[config.mk]
export PLATFORM = sky130hd
export DESIGN_NAME = gsim_residual_check
export DESIGN_NICKNAME = d
export VERILOG_FILES = /design/src/rtl/gsim_residual_check.sv
export SDC_FILE = /design/constraint.sdc
export NUM_CORES = 2
export LEC_CHECK = 0
export CAP_MARGIN = 20
export CORE_MARGIN = 10
export CORE_UTILIZATION = 40
export CTS_CLUSTER_SIZE = 8
export DETAILED_ROUTE_END_ITERATION = 6
export PLACE_DENSITY = 0.65
export SLEW_MARGIN = 30
export SYNTH_ARGS = -nofsm -noshare
export SYNTH_HDL_FRONTEND = slang
export SYNTH_SLANG_ARGS = --single-unit
[constraint.sdc]
create_clock -name clk -period 24.5 [get_ports clk]
set_clock_uncertainty 0.15 [all_clocks]
set_input_delay 3.675 -clock clk [delete_from_list [all_inputs] [get_ports clk]]
set_output_delay 3.675 -clock clk [all_outputs]
set_load 0.005 [all_outputs]
[src/rtl/gsim_residual_check.sv]
// gsim_residual_check: recomputes b - A*x for the banded GSIM system.
// Snoops the b stream and the solver's x words, then scans the rows.
//
// Ports:
//   clk, reset     rising-edge clock, synchronous active-low reset
//   in_en, b_in    b stream, integer b values, 16 beats per run
//   out_valid      solver result valid, x_out = Q16.16 x[0..15]
//   done           one-cycle pulse when results are final
//   pass           max_res <= TOL
//   max_res        max |r_k|, unsigned Q16.16, saturating
//   worst_idx      row holding max_res (lowest index on ties)
// N must be a power of two.
module gsim_residual_check #(
  parameter int          N   = 16,
  parameter logic [31:0] TOL = 32'h0000_0100
) (
  input  logic        clk,
  input  logic        reset,
  input  logic        in_en,
  input  logic [15:0] b_in,
  input  logic        out_valid,
  input  logic [31:0] x_out,
  output logic        done,
  output logic        pass,
  output logic [31:0] max_res,
  output logic [3:0]  worst_idx
);

  localparam int IW = $clog2(N);

  localparam logic signed [IW+1:0] D1 = 1;
  localparam logic signed [IW+1:0] D2 = 2;
  localparam logic signed [IW+1:0] D3 = 3;

  typedef enum logic [2:0] {
    IDLE, LOAD_B, WAIT_X, LOAD_X,
    COMPUTE, DONE, HOLD
  } state_t;

  state_t state, nxt;

  logic signed [15:0] bbuf [N];
  logic signed [31:0] xbuf [N];

  logic [IW-1:0] bcnt, xcnt, kcnt;
  logic [31:0]   run_max;
  logic [IW-1:0] run_idx;

  logic restart, done_nx;
  logic last_b, last_x, last_k;

  logic signed [IW+1:0] kk;
  logic signed [39:0]   xc, s1, s2, s3;
  logic signed [39:0]   ax, bw, res;
  logic [39:0]          mag;
  logic [31:0]          mag_sat;

  // Neighbour fetch; two guard bits flag indices outside 0..N-1.
  function automatic logic signed [39:0] xat(
    input logic signed [IW+1:0] j
  );
    if (j[IW+1:IW] != 2'b00) return '0;
    return {{8{xbuf[j[IW-1:0]][31]}}, xbuf[j[IW-1:0]]};
  endfunction

  assign last_b = (bcnt == IW'(N-1));
  assign last_x = (xcnt == IW'(N-1));
  assign last_k = (kcnt == IW'(N-1));

  // Row k: 20x - 13(x-1 + x+1) + 6(x-2 + x+2) - (x-3 + x+3)
  always_comb begin
    kk = $signed({2'b00, kcnt});
    xc = xat(kk);
    s1 = xat(kk - D1) + xat(kk + D1);
    s2 = xat(kk - D2) + xat(kk + D2);
    s3 = xat(kk - D3) + xat(kk + D3);
    ax = (xc <<< 4) + (xc <<< 2)
       - ((s1 <<< 3) + (s1 <<< 2) + s1)
       + (s2 <<< 2) + (s2 <<< 1)
       - s3;
    bw = {{8{bbuf[kcnt][15]}}, bbuf[kcnt], 16'h0};
    res = bw - ax;
    mag = res[39] ? $unsigned(-res) : $unsigned(res);
    mag_sat = (|mag[39:32]) ? 32'hFFFF_FFFF : mag[31:0];
  end

  always_ff @(posedge clk) begin
    if (!reset) state <= IDLE;
    else        state <= nxt;
  end

  always_comb begin
    nxt = state;
    if (restart) begin
      nxt = LOAD_B;
    end else begin
      unique case (state)
        IDLE:    nxt = IDLE;
        LOAD_B:  if (!in_en || last_b) nxt = WAIT_X;
        WAIT_X:  if (out_valid) nxt = LOAD_X;
        LOAD_X:  if (out_valid && last_x) nxt = COMPUTE;
        COMPUTE: if (last_k) nxt = DONE;
        DONE:    nxt = HOLD;
        HOLD:    nxt = HOLD;
        default: nxt = IDLE;
      endcase
    end
  end

  // Any b beat outside LOAD_B starts a fresh run.
  always_comb begin
    restart = in_en && (state != LOAD_B);
    done_nx = (state == DONE) && !restart;
  end

  always_ff @(posedge clk) begin
    if (!reset) begin
      for (int i = 0; i < N; i++) begin
        bbuf[i] <= '0;
        xbuf[i] <= '0;
      end
      bcnt      <= '0;
      xcnt      <= '0;
      kcnt      <= '0;
      run_max   <= '0;
      run_idx   <= '0;
      done      <= 1'b0;
      pass      <= 1'b0;
      max_res   <= '0;
      worst_idx <= '0;
    end else begin
      done <= done_nx;
      if (restart) begin
        bbuf[0]   <= b_in;
        bcnt      <= IW'(1);
        pass      <= 1'b0;
        max_res   <= '0;
        worst_idx <= '0;
      end else begin
        unique case (state)
          LOAD_B: if (in_en) begin
            bbuf[bcnt] <= b_in;
            bcnt       <= bcnt + IW'(1);
          end
          WAIT_X: if (out_valid) begin
            xbuf[0] <= x_out;
            xcnt    <= IW'(1);
          end
          LOAD_X: if (out_valid) begin
            xbuf[xcnt] <= x_out;
            xcnt       <= xcnt + IW'(1);
            if (last_x) begin
              kcnt    <= '0;
              run_max <= '0;
              run_idx <= '0;
            end
          end
          COMPUTE: begin
            if (mag_sat > run_max) begin
              run_max <= mag_sat;
              run_idx <= kcnt;
            end
            kcnt <= kcnt + IW'(1);
          end
          DONE: begin
            max_res   <= run_max;
            worst_idx <= 4'(run_idx);
            pass      <= (run_max <= TOL);
          end
          default: ;
        endcase
      end
    end
  end

endmodule

==> results.cfg <==
[critical_path]
worst_ep_arrival_time_ns = 18.88
crit_top_cell = a21o_1
path_delay_family = compound AO/OA/AOI/OAI gates
cpMaxStageDelayCell = o21ai_0
max_stage_delay_ns = 0.78
path_max_fanout = 58
end_kind = flip-flop
ff2ff_path_depth = 56
r2r_start = kcnt[1]
cp_num_buf_inv = 7
r2r_end = run_max[2]
crit_required_ns = 24.98
worst-r2r-setup-slack_ns = 6.10
crit_path_start_kind = flip-flop
criticalPathCategory = reg -> reg

[global_route]
track_usage_pct = 23.80
antenna_found_initial = 24
grt_pass1_wl_um = 329100
grt_pass1_vias = 47319
grt_max_degree = 112
overflow = 0

[synth]
ys_seq_area_share_pct = 36.65
ys.flop_type = edfxtp_1
synth_area_per_cell_sq_um = 12.69
synth_edf_count = 768
ys_warn_count = 0
syn-instance-count = 5360
ys_types = 80
synthTopCellsByArea = edfxtp_1 34%, mux4_2 25%, and2_1 7.7%
async_flop_share_pct = 0
yosys.area.top_type_share_pct = 33.91
synth_area_sq_um = 68000
synth_nets = 5866
synth_top_area_cell = edfxtp_1
ys_ff_latch = 861

[outcome]
status = complete, no violations

[routing]
drt-total-wl_um = 226900
num_vias = 48585
firstDrtPassIters = 6
ant_nets = 0
wl_per_cell_um = 30.00
vias_per_cell = 6.423
drcViolationCount = 0
drt_iter0_markers = 6773

[final_layout]
drive_gt1_share_pct = 20.63
mostFrequentLayoutCell = and2_1
nNetsFinal = 5802
nFillCells = 15169
areaGrowthSynthToFinish_pct = 10.46
ff_latch_area_sq_um = 24950
post-route-util_pct = 44.37
final_cell_mix = 842 x and2_1, 768 x edfxtp_1, 748 x mux4_2
multi_input_area_sq_um = 40780

[placed_design]
hpwl_um = 148900
io_buffer_count = 89
place.gp.congestion = 0.9589

[clocking]
cts_setup_buffers = 0
clk_pin_slew_ns = 0.05
cts-htree-levels = 3
cts.path.max_buffers = 3
numCtsBuffers = 121
clk_latency_ns = 0.79
cts_resized = 0
tritoncts = yes
clock-root-buffer = clkbuf_16
cts.sinks = 861
holdBufCountCts = 0

[pwr]
sw_frac_of_total_pct = 47.63
p_per_area_nw_per_um2 = 107.0
intPower_w = 0.004210
seqPwrFrac_pct = 21.1
clkPwrFrac_pct = 19.3
peakVddDrop_mv = 0.3012
power_leakage_nw = 26.66
comb_power_share_pct = 59.6
power_switching_w = 0.003829

[run]
max_cap_viol_count = 0

[sta]
post-route-period-util_pct = 75.09
maxSlewViolCount = 0
setup_tns_ns = 0
fin_crit_ns = 18.40
rsz0062_at_grt = no
max-slew-margin-rel_pct = 31.22
setup_viol = 0
hold_violations = 0
worst_pin_slew_ns = 1.021
max_freq_mhz = 54.36

[die]
die_h_um = 432.3
io_pins = 90
die_w_um = 432.3
initial_core_util_pct = 40.17
row_count = 151
core_sq_um = 169300
die_area_sq_um = 186900

[hold_path]
min_from = worst_idx[0]
holdCritPathClass = reg -> reg
whs_endpoint = worst_idx[0]
hold_depth = 2
-- sequential cells by signal, summed over array words and instances (netlist names), named ones only --
signal     cells
done           1
state          3
worst_idx      4
max_res       32
run_max       32
xbuf         512
bcnt           4
bbuf         256
xcnt           4
kcnt           4
run_idx        4
pass           1
-- cells in the mapped netlist, types with 6 or more instances --
cell type  instances
dfxtp_1           93
o31ai_1           12
or3_1             18
nor4_1            21
nor2_1           122
a31o_2             6
buf_2             11
fa_1             262
a22oi_1            8
nand2b_1          26
nor2b_1          112
a32oi_1           27
edfxtp_1         768
o21ai_0          103
mux2i_1           66
nand2_1          351
and3_1            16
nand4_1           34
a31oi_1            7
xnor2_1           69
xor2_1            84
o211ai_1          34
a21o_1            71
ha_1             192
and2_1           842
nor3_1            45
mux4_2           748
buf_1             65
a21oi_1          139
inv_1            355
a2111oi_0         10
o311ai_1          24
clkbuf_1         315
o21a_1            33
mux2_2             6
o21bai_1          12
nand3_1           73
a211oi_1          70
or2_2              8
nor3b_1            6
-- power groups by stage --
stage	Clock (W)	Combinational [W]	Sequential, W
after floorplan	0	0.00343	0.00171
after global placement	0	0.00465	0.00171
after detailed placement	0	0.00464	0.00172
final	0.00155	0.00479	0.00169
after CTS	0.00157	0.00467	0.00169
after global routing	0.00162	0.00524	0.00170
-- metrics by stage --
stage / setup WS, ns / cells / hold WS [ns] / power, W / area [sq um]
2_1_floorplan: 7.536 / 5360 / 0.2821 / 0.005141 / 68000
3_3_place_gp: 6.103 / 7389 / 0.2966 / 0.006361 / 71610
3_5_place_dp: 5.900 / 7390 / 0.3015 / 0.006365 / 71670
4_1_cts: 5.841 / 7549 / 0.3082 / 0.007922 / 75030
5_1_grt: 5.082 / 7554 / 0.3270 / 0.008565 / 75090
6_report: 6.103 / 7564 / 0.3030 / 0.008039 / 75110
-- worst max path at each step --
| stage | slack (ns) | endpoint | from | depth (start not counted) |
|---|---|---|---|---|
| detailed placement | 5.90 | run_max[2] | kcnt[0] | 57 |
| floorplan | 7.54 | run_max[2] | kcnt[0] | 65 |
| global route | 5.08 | run_max[2] | kcnt[0] | 58 |
| global placement | 6.10 | run_max[0] | kcnt[0] | 55 |
| CTS | 5.84 | run_max[2] | kcnt[0] | 57 |
| finish | 6.10 | run_max[2] | kcnt[1] | 56 |
-- worst reg2reg max path: cells and delay by family, from the launching register on --
| family | cells | cell delay, ns |
|---|---|---|
| buffers and inverters | 7 | 2.25 |
| adders and majority gates | 10 | 4.14 |
| DFF | 1 | 0.73 |
| xor gates and xnor gates | 1 | 0.16 |
| AOI/OAI and AO/OA | 27 | 7.27 |
| muxes | 3 | 1.37 |
| and+or+nand+nor | 8 | 2.18 |
-- logic make-up (layout without fill, tap and decap cells) --
group | Yosys count | count (layout) | synth area share [%]
adder cells (fa/ha/maj) | 457 | 457 | 11.29
multiplexers | 820 | 820 | 25.84
flip-flops | 861 | 861 | 36.65
buffers and inverters | 752 | 724 | 4.226
XOR/XNOR | 156 | 156 | 2.061
AND/OR/NAND/NOR | 1690 | 1690 | 13.64
AO/OA/AOI/OAI | 624 | 624 | 6.285
other | 0 | 14 | 0
-- per-layer routing --
metal  track usage [%]  part of all wire (%)  wire length [um]  vias up
met5                 0                 0.063               143        -
met4             9.221                   4.2              9544       22
met3             7.141                    13             29480      600
met2             35.86                    44            100600     3375
met1             32.29                    38             87140    24655
li1                  -                     -                 -    19933
-- final cells by class --
| cell class | instances | share of cell area (%) |
|---|---|---|
| Inverter | 356 | 1.779 |
| Timing Repair Buffer | 209 | 2.502 |
| Clock buffer | 142 | 4.136 |
| Antenna cell | 14 | 0.04664 |
| Sequential cell | 861 | 33.21 |
| Tap cell | 2218 | 3.695 |
| Multi-Input combinational cell | 3747 | 54.29 |
| Clock inverter | 17 | 0.3432 |
Power figures use the tool's default switching activity.
